### src/rtl/ranger_pkg.sv
// Shared types and constants for the multi-channel ultrasonic ranger.
package ranger_pkg;

  typedef enum logic [2:0] {IDLE, TRIG, WAIT, MEAS, DONE} state_t;

  localparam logic [15:0] OOR_BCD = 16'h9999;
  localparam logic [15:0] OOR_BIN = 16'hFFFF;

endpackage

### src/rtl/bcd_cnt4.sv
// Four-digit BCD counter: synchronous clear, increment, saturates at 9999.
module bcd_cnt4 (
  input  logic        CLK_50M,
  input  logic        RST,
  input  logic        clr,
  input  logic        inc,
  output logic [15:0] bcd
);

  logic [15:0] bcd_d;
  logic        carry;

  // Ripple the carry through all digits in one cycle so no A-F digit is ever stored.
  always_comb begin
    bcd_d = bcd;
    carry = inc && (bcd != 16'h9999);
    for (int i = 0; i < 4; i++) begin
      if (carry) begin
        if (bcd[4*i +: 4] == 4'd9) begin
          bcd_d[4*i +: 4] = 4'd0;
        end else begin
          bcd_d[4*i +: 4] = bcd[4*i +: 4] + 4'd1;
          carry           = 1'b0;
        end
      end
    end
    if (clr) bcd_d = '0;
  end

  always_ff @(posedge CLK_50M or negedge RST) begin
    if (!RST) bcd <= '0;
    else      bcd <= bcd_d;
  end

endmodule

### src/rtl/ultrasonic_ranger_mc.sv
// Round-robin HC-SR04 style ranger: triggers one sensor per slot, times its echo into
// distance units and keeps a result register plus out-of-range flag per channel.
module ultrasonic_ranger_mc
  import ranger_pkg::*;
#(
  parameter int unsigned  NUM_CH      = 2,
  parameter int unsigned  PERIOD_CYC  = 1_000_000,
  parameter int unsigned  TRIG_CYC    = 500,
  parameter int unsigned  UNIT_CYC    = 2915,
  parameter int unsigned  RISE_TO_CYC = 50_000,
  parameter int unsigned  MAX_UNITS   = 400,
  parameter int unsigned  BCD_MODE    = 1,
  localparam int unsigned CHW         = (NUM_CH > 1) ? $clog2(NUM_CH) : 1
) (
  input  logic                  CLK_50M,
  input  logic                  RST,
  input  logic                  en,
  input  logic [NUM_CH-1:0]     Echo,
  output logic [NUM_CH-1:0]     Trig,
  output logic [16*NUM_CH-1:0]  dist_data,
  output logic [NUM_CH-1:0]     dist_oor,
  output logic                  dist_valid,
  output logic [CHW-1:0]        dist_ch
);

  localparam logic [CHW-1:0]    LastCh = CHW'(NUM_CH - 1);
  localparam logic [NUM_CH-1:0] OneCh  = NUM_CH'(1);
  localparam logic [15:0]       MaxU   = 16'(MAX_UNITS);

  state_t          state_q;
  logic [31:0]     period_q, cnt_q, presc_q;
  logic [15:0]     units_q, bcd_val, result;
  logic [CHW-1:0]  cur_ch_q;
  logic            oor_q;
  logic [NUM_CH-1:0] echo_s2, echo_s3;
  logic            slot_tick, unit_tick, rise, fall;

  for (genvar k = 0; k < NUM_CH; k++) begin : g_sync
    logic [2:0] sh_q;
    always_ff @(posedge CLK_50M or negedge RST) begin
      if (!RST) sh_q <= '0;
      else      sh_q <= {sh_q[1:0], Echo[k]};
    end
    assign echo_s2[k] = sh_q[1];
    assign echo_s3[k] = sh_q[2];
  end

  assign rise      = echo_s2[cur_ch_q] & ~echo_s3[cur_ch_q];
  assign fall      = ~echo_s2[cur_ch_q] & echo_s3[cur_ch_q];
  assign slot_tick = (period_q == PERIOD_CYC - 1);
  assign unit_tick = (presc_q == UNIT_CYC - 1);
  assign result    = (BCD_MODE != 0) ? bcd_val : units_q;

  always_ff @(posedge CLK_50M or negedge RST) begin
    if (!RST) period_q <= '0;
    else      period_q <= slot_tick ? '0 : period_q + 32'd1;
  end

  always_ff @(posedge CLK_50M or negedge RST) begin
    if (!RST) begin
      presc_q <= '0;
      units_q <= '0;
    end else if (state_q == WAIT) begin
      presc_q <= '0;
      units_q <= '0;
    end else if (state_q == MEAS) begin
      presc_q <= unit_tick ? '0 : presc_q + 32'd1;
      if (unit_tick) units_q <= units_q + 16'd1;
    end
  end

  bcd_cnt4 u_bcd (
    .CLK_50M (CLK_50M),
    .RST     (RST),
    .clr     (state_q == WAIT),
    .inc     ((state_q == MEAS) && unit_tick),
    .bcd     (bcd_val)
  );

  always_ff @(posedge CLK_50M or negedge RST) begin
    if (!RST) begin
      state_q    <= IDLE;
      cnt_q      <= '0;
      cur_ch_q   <= '0;
      oor_q      <= 1'b0;
      Trig       <= '0;
      dist_data  <= '0;
      dist_oor   <= '0;
      dist_valid <= 1'b0;
      dist_ch    <= '0;
    end else begin
      dist_valid <= 1'b0;
      // Losing enable abandons the measurement without touching results or the channel pointer.
      if (!en && (state_q == TRIG || state_q == WAIT || state_q == MEAS)) begin
        state_q <= IDLE;
        Trig    <= '0;
      end else begin
        unique case (state_q)
          IDLE: begin
            if (en && slot_tick) begin
              state_q <= TRIG;
              cnt_q   <= '0;
              Trig    <= OneCh << cur_ch_q;
            end
          end
          TRIG: begin
            if (cnt_q == TRIG_CYC - 1) begin
              state_q <= WAIT;
              cnt_q   <= '0;
              Trig    <= '0;
            end else begin
              cnt_q <= cnt_q + 32'd1;
            end
          end
          WAIT: begin
            if (rise) begin
              state_q <= MEAS;
            end else if (cnt_q == RISE_TO_CYC - 1) begin
              state_q <= DONE;
              oor_q   <= 1'b1;
            end else begin
              cnt_q <= cnt_q + 32'd1;
            end
          end
          MEAS: begin
            // A fall on the same cycle as the overflow still counts as a valid reading.
            if (fall) begin
              state_q <= DONE;
              oor_q   <= 1'b0;
            end else if (unit_tick && units_q == MaxU) begin
              state_q <= DONE;
              oor_q   <= 1'b1;
            end
          end
          DONE: begin
            dist_data[cur_ch_q*16 +: 16] <= oor_q ? ((BCD_MODE != 0) ? OOR_BCD : OOR_BIN) : result;
            dist_oor[cur_ch_q]           <= oor_q;
            dist_valid                   <= 1'b1;
            dist_ch                      <= cur_ch_q;
            cur_ch_q                     <= (cur_ch_q == LastCh) ? '0 : cur_ch_q + 1'b1;
            state_q                      <= IDLE;
          end
          default: state_q <= IDLE;
        endcase
      end
    end
  end

endmodule

### config.mk
export PLATFORM = sky130hd
export DESIGN_NAME = ultrasonic_ranger_mc
export DESIGN_NICKNAME = d
export VERILOG_FILES = /design/src/rtl/ranger_pkg.sv /design/src/rtl/bcd_cnt4.sv /design/src/rtl/ultrasonic_ranger_mc.sv
export SDC_FILE = /design/constraint.sdc
export NUM_CORES = 1
export LEC_CHECK = 0
export BUFFER_PORTS_ARGS = -buffer_cell sky130_fd_sc_hd__buf_2
export CORE_MARGIN = 1
export CORE_UTILIZATION = 55
export DETAILED_ROUTE_END_ITERATION = 8
export PLACE_DENSITY = 0.73
export SETUP_SLACK_MARGIN = 0.02
export SYNTH_ARGS = -nofsm -noshare
export SYNTH_HDL_FRONTEND = slang
export SYNTH_SLANG_ARGS = --single-unit
### constraint.sdc
create_clock -name CLK_50M -period 3.8 [get_ports CLK_50M]
set_input_delay 0.57 -clock CLK_50M [delete_from_list [all_inputs] [get_ports CLK_50M]]
set_output_delay 0.57 -clock CLK_50M [all_outputs]
set_load 0.05 [all_outputs]
==> out/metrics.csv <==
metric,value,unit
synthesis-to-finish area growth,10.5,%
final WL,19.4,mm
max cap viols,0,
setup TNS,0,ns
Post-Layout Cell Count,1228,
"Clk Latency, worst-skew pair",0.44,ns
Final setup viols,0,
Synth Instances,971,
Max clock buf depth,2,
Iter 0 DRT Violations,473,
#FFs+latches synth,177,
"Req. time, crit path",4.11,ns
Die Width,130,um
YS warnings,0,
Hold Buf Count CTS,0,
PwrDens,520,mW/mm2
status,completed,
Max-Slew Margin vs Limit,0.340,
Initial Util,0.565,
PnR worst setup slack,1.13,ns
CP arrival,2.98,ns
"commonest non-fill, non-tap cells in the layout","177 x dfrtp_1, 108 x nand2_1, 98 x nor2_1",
CTS sink cnt,177,
period utilization,0.702,
GRT Total Usage,0.246,
sw frac,0.373,
Critical Path Fanout Max,19,
CTS root buf,clkbuf_16,
post-synthesis instance area,0.00900,mm2
Post-synth ARST share,1.00,
Static Leak,0.00430,uW
largest net degree at the start of global routing,77,
sequential group share of total power,0.419,
CTS tree,yes,
"Slew Viols, Final",0,
logic gate share of total power,0.264,
NetSw,1930,uW
"Seq/Total Area, Yosys",0.492,
endpoints failing hold,0,
CTS H-tree lvls,4,
Final Critical Period,2.67,ns
critical path class,flop to flop,
"EDFF count, synth",0,
"most common cell after layout, fill and taps aside",dfrtp_1,
io pins,43,
unrepaired setup endpoints after global routing,no,
DR vias,7236,
via density per instance,5.89,
Antenna Cells,0,
1st-pass router iterations,5,
gr ovfl total,0,
post-route DRC violation count,0,
IO Port Bufs,42,
die area,0.0169,mm2
DPL Wire Length,12.7,mm
Pwr Total,5170,uW
post-CTS setup buffer count,0,
vias in the first global route,6771,
internal power,3240,uW
final core occ,0.624,
Avg WL per Cell,15.8,um
Layout Skew,0.00948,ns
Max Clk Rate,375,MHz
gpl congestion,0.780,
Worst Setup End Kind,flop,
Die H,130,um
Reg2Reg Setup Slack,1.13,ns
synthesized net count,990,
Cell variety after synth,61,
first-pass GRT wire length,32.9,mm
layout cell share with drive strength beyond 1,0.0958,
Slew @ Worst Pin,0.986,ns
Placed Cells,1197,
num rows,46,
Core Area,0.0159,mm2
CP startpoint kind,flop,
clock group share of total power,0.317,
Synth Flop Type,dfrtp_1,
syn avg cell area,9.27,um2
NumNets Final,1019,
pre-CTS worst setup slack,1.12,ns
Post-CTS Resized,0,
Final ANT Viol Nets,0,
initial antenna violation count,0,
Hold Path Class,input pin to async pin,
worst vdd ir,0.385,mV
TritonCTS Buffers,17,
"Reg clk slew, reported paths",0.07,ns
power groups by stage:
stage	clock, uW	sequential, uW	combinational, uW
after floorplan	0	2460	725
after global placement	0	2200	1340
after detailed placement	0	2200	1360
after CTS	1670	2170	1360
after global routing	1740	2190	1500
final	1640	2170	1360
cell families after synthesis:
kind of cell / synth area share
AO/OA/AOI/OAI: 0.129
XOR/XNOR: 0.0642
adder cells (fa/ha/maj): 0.0195
buffers and inverters: 0.0310
flip-flops: 0.492
multiplexers: 0.00806
AND/OR/NAND/NOR: 0.257
sequential cells by signal, indices dropped and copies added (netlist names):
name,flops
dist_ch,1
dist_oor,2
dist_valid,1
Trig,2
u_bcd.bcd,16
g_sync.sh_q,6
units_q,16
cur_ch_q,1
cnt_q,32
period_q,32
oor_q,1
state_q,3
presc_q,32
dist_data,32
worst max-delay path, stage by stage (launching register included):
cell	delay, ns
dfrtp_1	0.43
nor4_1	0.40
nand4_1	0.18
nor4_1	0.47
nor3_2	0.08
nand2b_1	0.33
buf_4	0.30
o41ai_1	0.35
cell usage after synthesis (21+ instances only):
cell type / count / share of area
nand4_1: 39 / 0.027
nand3_1: 43 / 0.024
dfrtp_1: 177 / 0.49
nor2_1: 98 / 0.041
nor4_1: 32 / 0.022
xnor2_1: 35 / 0.034
nand2_1: 108 / 0.045
o31ai_1: 23 / 0.019
a21oi_1: 33 / 0.018
inv_1: 21 / 0.0088
xor2_1: 31 / 0.030
o21ai_0: 87 / 0.048
clkbuf_1: 28 / 0.012
per-stage QoR:
step | cell area (um2) | hold slack [ns]
2_1_floorplan | 9000 | 0.274
3_3_place_gp | 9410 | 0.360
3_5_place_dp | 9410 | 0.369
4_1_cts | 9950 | 0.182
5_1_grt | 9950 | 0.197
6_report | 9950 | 0.151
routing by layer:
metal,vias up,track usage,share of wire
li1,3548,-,-
met1,3475,0.342,0.48
met2,188,0.382,0.46
met3,25,0.0537,0.045
met4,0,0.0793,0.014
met5,-,0,0
worst paths after layout:
check,start,end,depth (start not counted)
max in group asynchronous,RST,presc_q[7],2
max,period_q[29],cnt_q[14],7
min reg2reg,g_sync[0].sh_q[0],g_sync[0].sh_q[1],0
min,RST,period_q[18],1
max reg2reg,period_q[29],cnt_q[14],7
min in group CLK_50M,Echo[0],g_sync[0].sh_q[0],1
cell type report:
cell class | count | area [um2]
Clock buffer | 19 | 443
Multi-Input combinational cell | 727 | 4290
Sequential cell | 177 | 4430
Clock inverter | 12 | 97.6
Fill cell | 1334 | 6000
Tap cell | 216 | 270
Inverter | 21 | 78.8
Timing Repair Buffer | 56 | 334
Power figures use the tool's default switching activity.
